## config.mk

```make
export PLATFORM = sky130hd
export DESIGN_NAME = alu_issue_queue
export DESIGN_NICKNAME = d
export VERILOG_FILES = /design/src/rtl/alu_rs_pkg.sv /design/src/rtl/alu_rs_slot.sv /design/src/rtl/alu_issue_queue.sv
export SDC_FILE = /design/constraint.sdc
export NUM_CORES = 1
export LEC_CHECK = 0
export BUFFER_PORTS_ARGS = -buffer_cell sky130_fd_sc_hd__buf_4
export CAP_MARGIN = 10
export CORE_ASPECT_RATIO = 1.5
export CORE_MARGIN = 3
export CORE_UTILIZATION = 50
export CTS_CLUSTER_SIZE = 30
export DETAILED_ROUTE_END_ITERATION = 7
export MAX_ROUTING_LAYER = met4
export PLACE_DENSITY = 0.74
export SYNTH_ARGS = -nofsm -noshare
export SYNTH_HDL_FRONTEND = slang
export SYNTH_HIERARCHICAL = 1
export SYNTH_SLANG_ARGS = --single-unit
```

## constraint.sdc

```tcl
create_clock -name clk -period 9.61 [get_ports clk]
set_clock_uncertainty 0.2 [all_clocks]
set_input_delay 1.4415 -clock clk [delete_from_list [all_inputs] [get_ports clk]]
set_output_delay 1.4415 -clock clk [all_outputs]
set_load 0.1 [all_outputs]
```

## src/rtl/alu_rs_pkg.sv

```systemverilog
// Shared types for the ALU reservation station.
// alu_rs_entry_t is sized by the package widths; the slot and top parameters default to them.
package alu_rs_pkg;

  localparam int FUNCT3_W  = 3;
  localparam int ALU_EXT_W = 3;
  localparam int RS_DATA_W = 32;
  localparam int RS_TAG_W  = 6;

  typedef struct packed {
    logic                 busy;
    logic [RS_DATA_W-1:0] op1_data;
    logic [RS_TAG_W-1:0]  op1_tag;
    logic                 op1_valid;
    logic [RS_DATA_W-1:0] op2_data;
    logic [RS_TAG_W-1:0]  op2_tag;
    logic                 op2_valid;
    logic [RS_TAG_W-1:0]  rd_tag;
    logic [FUNCT3_W-1:0]  funct3;
    logic [ALU_EXT_W-1:0] alu_ext;
  } alu_rs_entry_t;

endpackage

```

## src/rtl/alu_rs_slot.sv

```systemverilog
// One reservation-station entry: hold / shift-in / load mux followed by CDB capture.
// State updates one cycle after the select; rdy is from registered state only.
module alu_rs_slot
  import alu_rs_pkg::*;
#(
  parameter int DATA_W = RS_DATA_W,
  parameter int TAG_W  = RS_TAG_W
) (
  input  logic              clk,
  input  logic              rst,
  input  logic              flush,
  input  logic              shift,
  input  logic              load,
  input  alu_rs_entry_t     upper,
  input  alu_rs_entry_t     enq,
  input  logic              cdb_valid,
  input  logic [TAG_W-1:0]  cdb_tag,
  input  logic [DATA_W-1:0] cdb_data,
  output alu_rs_entry_t     ent,
  output logic              rdy
);

  alu_rs_entry_t ent_q;
  alu_rs_entry_t ent_nxt;

  // Wakeup is applied after source selection, so it lands on the post-shift
  // slot and also covers the enqueue bypass. The issuing entry is never a source.
  always_comb begin
    ent_nxt = ent_q;
    if (load) begin
      ent_nxt = enq;
    end else if (shift) begin
      ent_nxt = upper;
    end
    if (cdb_valid && ent_nxt.busy) begin
      if (!ent_nxt.op1_valid && ent_nxt.op1_tag == cdb_tag) begin
        ent_nxt.op1_data  = cdb_data;
        ent_nxt.op1_valid = 1'b1;
      end
      if (!ent_nxt.op2_valid && ent_nxt.op2_tag == cdb_tag) begin
        ent_nxt.op2_data  = cdb_data;
        ent_nxt.op2_valid = 1'b1;
      end
    end
  end

  always_ff @(posedge clk or negedge rst) begin
    if (!rst) begin
      ent_q <= '0;
    end else if (flush) begin
      ent_q <= '0;
    end else begin
      ent_q <= ent_nxt;
    end
  end

  assign ent = ent_q;
  assign rdy = ent_q.busy & ent_q.op1_valid & ent_q.op2_valid;

endmodule

```

## src/rtl/alu_issue_queue.sv

```systemverilog
// Collapsing ALU issue queue: slot 0 oldest, oldest-ready select, CDB wakeup with 1-cycle latency.
// Issue is valid/ready; enq_ready drops when full, with no same-cycle bypass on issue.
module alu_issue_queue
  import alu_rs_pkg::*;
#(
  parameter int DEPTH  = 4,
  parameter int DATA_W = RS_DATA_W,
  parameter int TAG_W  = RS_TAG_W,
  parameter int CNT_W  = $clog2(DEPTH+1)
) (
  input  logic                 clk,
  input  logic                 rst,
  input  logic                 flush,
  input  logic                 enq_valid,
  output logic                 enq_ready,
  input  logic [DATA_W-1:0]    enq_op1_data,
  input  logic [TAG_W-1:0]     enq_op1_tag,
  input  logic                 enq_op1_valid,
  input  logic [DATA_W-1:0]    enq_op2_data,
  input  logic [TAG_W-1:0]     enq_op2_tag,
  input  logic                 enq_op2_valid,
  input  logic [TAG_W-1:0]     enq_rd_tag,
  input  logic [FUNCT3_W-1:0]  enq_funct3,
  input  logic [ALU_EXT_W-1:0] enq_alu_ext,
  input  logic                 cdb_valid,
  input  logic [TAG_W-1:0]     cdb_tag,
  input  logic [DATA_W-1:0]    cdb_data,
  output logic                 iss_valid,
  input  logic                 iss_ready,
  output logic [DATA_W-1:0]    iss_op1_data,
  output logic [DATA_W-1:0]    iss_op2_data,
  output logic [TAG_W-1:0]     iss_rd_tag,
  output logic [FUNCT3_W-1:0]  iss_funct3,
  output logic [ALU_EXT_W-1:0] iss_alu_ext,
  output logic [CNT_W-1:0]     count
);

  localparam int IDX_W = $clog2(DEPTH);

  alu_rs_entry_t    ent [DEPTH];
  alu_rs_entry_t    enq_ent;
  alu_rs_entry_t    sel_ent;
  logic [DEPTH-1:0] rdy;
  logic [IDX_W-1:0] sel_idx;
  logic [CNT_W-1:0] cnt_q;
  logic [CNT_W-1:0] wr_idx;
  logic             enq_fire;
  logic             iss_fire;

  assign enq_ready = cnt_q < CNT_W'(DEPTH);
  assign enq_fire  = enq_valid & enq_ready;
  assign iss_valid = |rdy;
  assign iss_fire  = iss_valid & iss_ready;
  // With an issue in the same cycle the queue collapses first, so the tail moves down one.
  assign wr_idx    = cnt_q - CNT_W'(iss_fire);

  always_comb begin
    enq_ent           = '0;
    enq_ent.busy      = 1'b1;
    enq_ent.op1_data  = enq_op1_data;
    enq_ent.op1_tag   = enq_op1_tag;
    enq_ent.op1_valid = enq_op1_valid;
    enq_ent.op2_data  = enq_op2_data;
    enq_ent.op2_tag   = enq_op2_tag;
    enq_ent.op2_valid = enq_op2_valid;
    enq_ent.rd_tag    = enq_rd_tag;
    enq_ent.funct3    = enq_funct3;
    enq_ent.alu_ext   = enq_alu_ext;
  end

  for (genvar j = 0; j < DEPTH; j++) begin : g_slot
    alu_rs_entry_t upper;
    if (j == DEPTH-1) begin : g_top
      assign upper = '0;
    end else begin : g_mid
      assign upper = ent[j+1];
    end
    alu_rs_slot #(.DATA_W(DATA_W), .TAG_W(TAG_W)) u_slot (
      .clk       (clk),
      .rst       (rst),
      .flush     (flush),
      .shift     (iss_fire && (IDX_W'(j) >= sel_idx)),
      .load      (enq_fire && (wr_idx == CNT_W'(j))),
      .upper     (upper),
      .enq       (enq_ent),
      .cdb_valid (cdb_valid),
      .cdb_tag   (cdb_tag),
      .cdb_data  (cdb_data),
      .ent       (ent[j]),
      .rdy       (rdy[j])
    );
  end

  always_comb begin
    sel_idx = '0;
    for (int i = DEPTH-1; i >= 0; i--) begin
      if (rdy[i]) sel_idx = IDX_W'(i);
    end
  end

  assign sel_ent      = iss_valid ? ent[sel_idx] : '0;
  assign iss_op1_data = sel_ent.op1_data;
  assign iss_op2_data = sel_ent.op2_data;
  assign iss_rd_tag   = sel_ent.rd_tag;
  assign iss_funct3   = sel_ent.funct3;
  assign iss_alu_ext  = sel_ent.alu_ext;

  always_ff @(posedge clk or negedge rst) begin
    if (!rst) begin
      cnt_q <= '0;
    end else if (flush) begin
      cnt_q <= '0;
    end else begin
      cnt_q <= cnt_q + CNT_W'(enq_fire) - CNT_W'(iss_fire);
    end
  end

  assign count = cnt_q;

  a_iss_fire_valid: assert property (@(posedge clk) disable iff (!rst) iss_fire |-> iss_valid);
  a_enq_not_full:   assert property (@(posedge clk) disable iff (!rst) enq_fire |-> cnt_q < CNT_W'(DEPTH));
  a_cnt_bound:      assert property (@(posedge clk) disable iff (!rst) cnt_q <= CNT_W'(DEPTH));

endmodule

```

==> flow_metrics.tcl <==
set metrics [dict create \
    syn_area_per_cell_sq_um 8.972 \
    gp_congestion 0.8676 \
    drt_iter0_markers 1823 \
    syn_to_final_growth_pct 11.49 \
    io_buffers 214 \
    maxCapViolations 0 \
    internal_power_mw 2.957 \
    ir_drop_mv 0.1903 \
    grt_pass1_vias 24064 \
    worst_pin_slew_ns 1.240 \
    p_leak_nw 12.19 \
    path_clk_slew_ns 0.06 \
    row_count 103 \
    drv_slew 0 \
    critPathMaxFanout 96 \
    die_area_sq_um 56180 \
    finalCriticalPeriod_ns 6.269 \
    slew_headroom 0.1733 \
    cts_sinks 367 \
    antenna_found_initial 7 \
    setup-violations-final 0 \
    yosysUniqueCellTypes 42 \
    outcome "complete, no violations" \
    cts_tree "built" \
    synth_seq_cells 367 \
    cts_resized 0 \
    die_x_microns 194.5 \
    drc 0 \
    die_h_microns 288.8 \
    hpwl_mm 49.89 \
    finalNetCount 3227 \
    final_util 0.5638 \
    syn_inst 2971 \
    dp.cells 3731 \
    drive_gt1_frac 0.1119 \
    wire_per_inst_microns 21.79 \
    cts_made_buffers 39 \
    fin_total_pwr_mw 4.489 \
    fmax_mhz 159.5 \
    nFillCells 4671 \
    rsz0062_at_grt "false" \
    clockBufferDepth 3 \
    vias 23394 \
    setup_ws_ns 3.341 \
    viasPerCell 6.142 \
    grtUsageTotal 0.2953 \
    cts.htree.levels 2 \
    grt_max_degree 289 \
    ctsHoldBuffers 0 \
    power_density_nw_per_um2 151.1 \
    first_pass_iters 6 \
    hold_violations 0 \
    insertion_delay_ns 0.55 \
    seq_area_frac_synth 0.3445 \
    ant_nets 0 \
    cts_setup_buffers 0 \
    fin_setup_tns_ns 0 \
    required_ns 9.86 \
    syn_area_sq_um 26660 \
    fin_cells 3809 \
    clockPowerShare 0.336 \
    p_sw_mw 1.532 \
    finalCritPeriodShare 0.6524 \
    power_frac_comb 0.257 \
    hold_path.class "reg2reg" \
    grt_first_pass_wirelength_mm 130.6 \
    cp.arrival_ns 6.52 \
    gr-total-overflow 0 \
    core_sq_um 52710 \
    switching_share 0.3413 \
    start_util 0.5057 \
    totalWireLength_mm 82.99 \
    worst_setup_path_end_kind "flop" \
    synth_warnings 6 \
    cts_root_buf "clkbuf_16" \
    place_ws_ns 3.465 \
    worstSetupPathType "reg2reg" \
    p_seq_frac 0.407 \
    ioPinCount 215 \
    setup.worst_path.start_class "flop" \
]
[kinds of logic after synthesis]
| group | Yosys count | share of synthesized area |
|---|---|---|
| and+or+nand+nor | 1072 | 0.2103 |
| AOI/OAI and AO/OA | 627 | 0.1543 |
| muxes | 624 | 0.2349 |
| DFF | 367 | 0.3445 |
| buffers and inverters | 271 | 0.05243 |
| xor gates and xnor gates | 5 | 0.001643 |
| adders and majority gates | 3 | 0.001690 |
| other | 2 | 0.0002817 |
[per-layer routing]
metal	part of all wire	global-route usage	vias up	routed length (microns)
met5	0	-	-	0
met4	0.048	0.1453	0	3961
met3	0.063	0.04551	272	5267
met2	0.50	0.5010	923	41660
met1	0.39	0.3426	11536	32100
li1	-	-	10663	-
[worst paths after layout]
kind / startpoint / endpoint / slack [ns] / cells after the start
worst max register to register: g_slot[1].u_slot/ent[12] / g_slot[2].u_slot/ent[45] / 3.34 / 13
worst max-delay path: g_slot[1].u_slot/ent[12] / g_slot[2].u_slot/ent[45] / 3.34 / 13
worst min-delay path: g_slot[0].u_slot/ent[11] / g_slot[0].u_slot/ent[11] / 0.44 / 4
min in group asynchronous: rst / g_slot[0].u_slot/ent[67] / 0.69 / 1
max in group asynchronous: rst / g_slot[1].u_slot/ent[44] / 6.93 / 2
worst min register to register: g_slot[0].u_slot/ent[11] / g_slot[0].u_slot/ent[11] / 0.44 / 4
[cell type report]
type	count	area, sq um	share of cell area
clock inverter	17	150.1	0.005052
inverter	12	50.05	0.001684
clock buffer	54	1072	0.03608
sequential	367	9184	0.3090
tap	682	853.3	0.02871
timing repair buffer	244	1872	0.06298
multi-input combinational	2426	16520	0.5559
antenna	7	17.52	0.0005894
[state kept, by name (all words and copies together), names as in the netlist]
name and cells:
g_slot.u_slot/ent 364, count 3
[placed cells by master (no fill, tap or decap), types with 20 or more instances in the layout]
cell type / Yosys / routed
a211oi_1: 72 / 72
o211a_1: 28 / 28
a21oi_1: 64 / 64
nor2b_1: 122 / 122
dfrtp_1: 367 / 367
clkbuf_16: 0 / 39
nor2_1: 121 / 117
nand2_1: 381 / 381
a221oi_1: 76 / 76
conb_1: 2 / 95
mux2i_1: 612 / 612
a211o_1: 20 / 20
o21ai_0: 260 / 260
o31ai_1: 76 / 76
nand2b_1: 392 / 392
o211ai_1: 24 / 24
buf_4: 13 / 240
[cell usage after synthesis]
cell	number	area share
mux2i_1	612	0.23
nand2b_1	392	0.092
nand2_1	381	0.054
dfrtp_1	367	0.34
o21ai_0	260	0.049
clkbuf_1	149	0.021
nor2b_1	122	0.029
nor2_1	121	0.017
a221oi_1	76	0.025
o31ai_1	76	0.021
a211oi_1	72	0.020
a21oi_1	64	0.012
buf_2	43	0.0081
buf_6	37	0.016
o211a_1	28	0.011
o211ai_1	24	0.0068
a211o_1	20	0.0066
buf_1	17	0.0024
buf_4	13	0.0037
inv_1	12	0.0017
mux2_2	12	0.0051
nand4_1	12	0.0028
nor4_2	8	0.0038
and2_1	5	0.0012
or4_1	5	0.0014
a2111oi_0	4	0.0013
and3_1	4	0.00094
nand3_1	4	0.00075
nand4_2	4	0.0019
nor3_1	4	0.00075
nor4_4	4	0.0032
or3_4	4	0.0017
xnor2_1	4	0.0013
conb_1	2	0.00028
ha_1	2	0.00094
fa_1	1	0.00075
nand3b_1	1	0.00028
nor2b_2	1	0.00033
o21a_1	1	0.00028
o31a_1	1	0.00033
o41ai_4	1	0.0010
xor2_1	1	0.00033
[worst max-delay path, cell delays in order (launching register included)]
cell	delay [ns]
dfrtp_1	0.40
and3_4	0.53
o41ai_4	0.76
nor2_1	0.09
ha_1	0.32
nor2_1	0.05
nand2_1	0.18
nor2_4	0.04
buf_4	0.39
inv_1	0.73
a211oi_1	0.20
a2111oi_0	0.73
nand4_4	1.00
mux2i_1	0.47
[power groups by stage]
stage          combinational, mW  clock [mW]  sequential, mW
6_report                    1.16        1.51            1.83
3_3_place_gp                1.08           0            1.84
3_5_place_dp                1.13           0            1.85
4_1_cts                     1.14        1.53            1.83
2_1_floorplan              0.796           0            1.85
5_1_grt                     1.28        1.59            1.85
[per-stage QoR]
stage	hold slack, ns	instance area [sq um]
2_1_floorplan	0.3997	27010
5_1_grt	0.4815	29720
6_report	0.4426	29720
3_3_place_gp	0.4179	28480
3_5_place_dp	0.4259	28480
4_1_cts	0.4430	29700
Power figures use the tool's default switching activity.
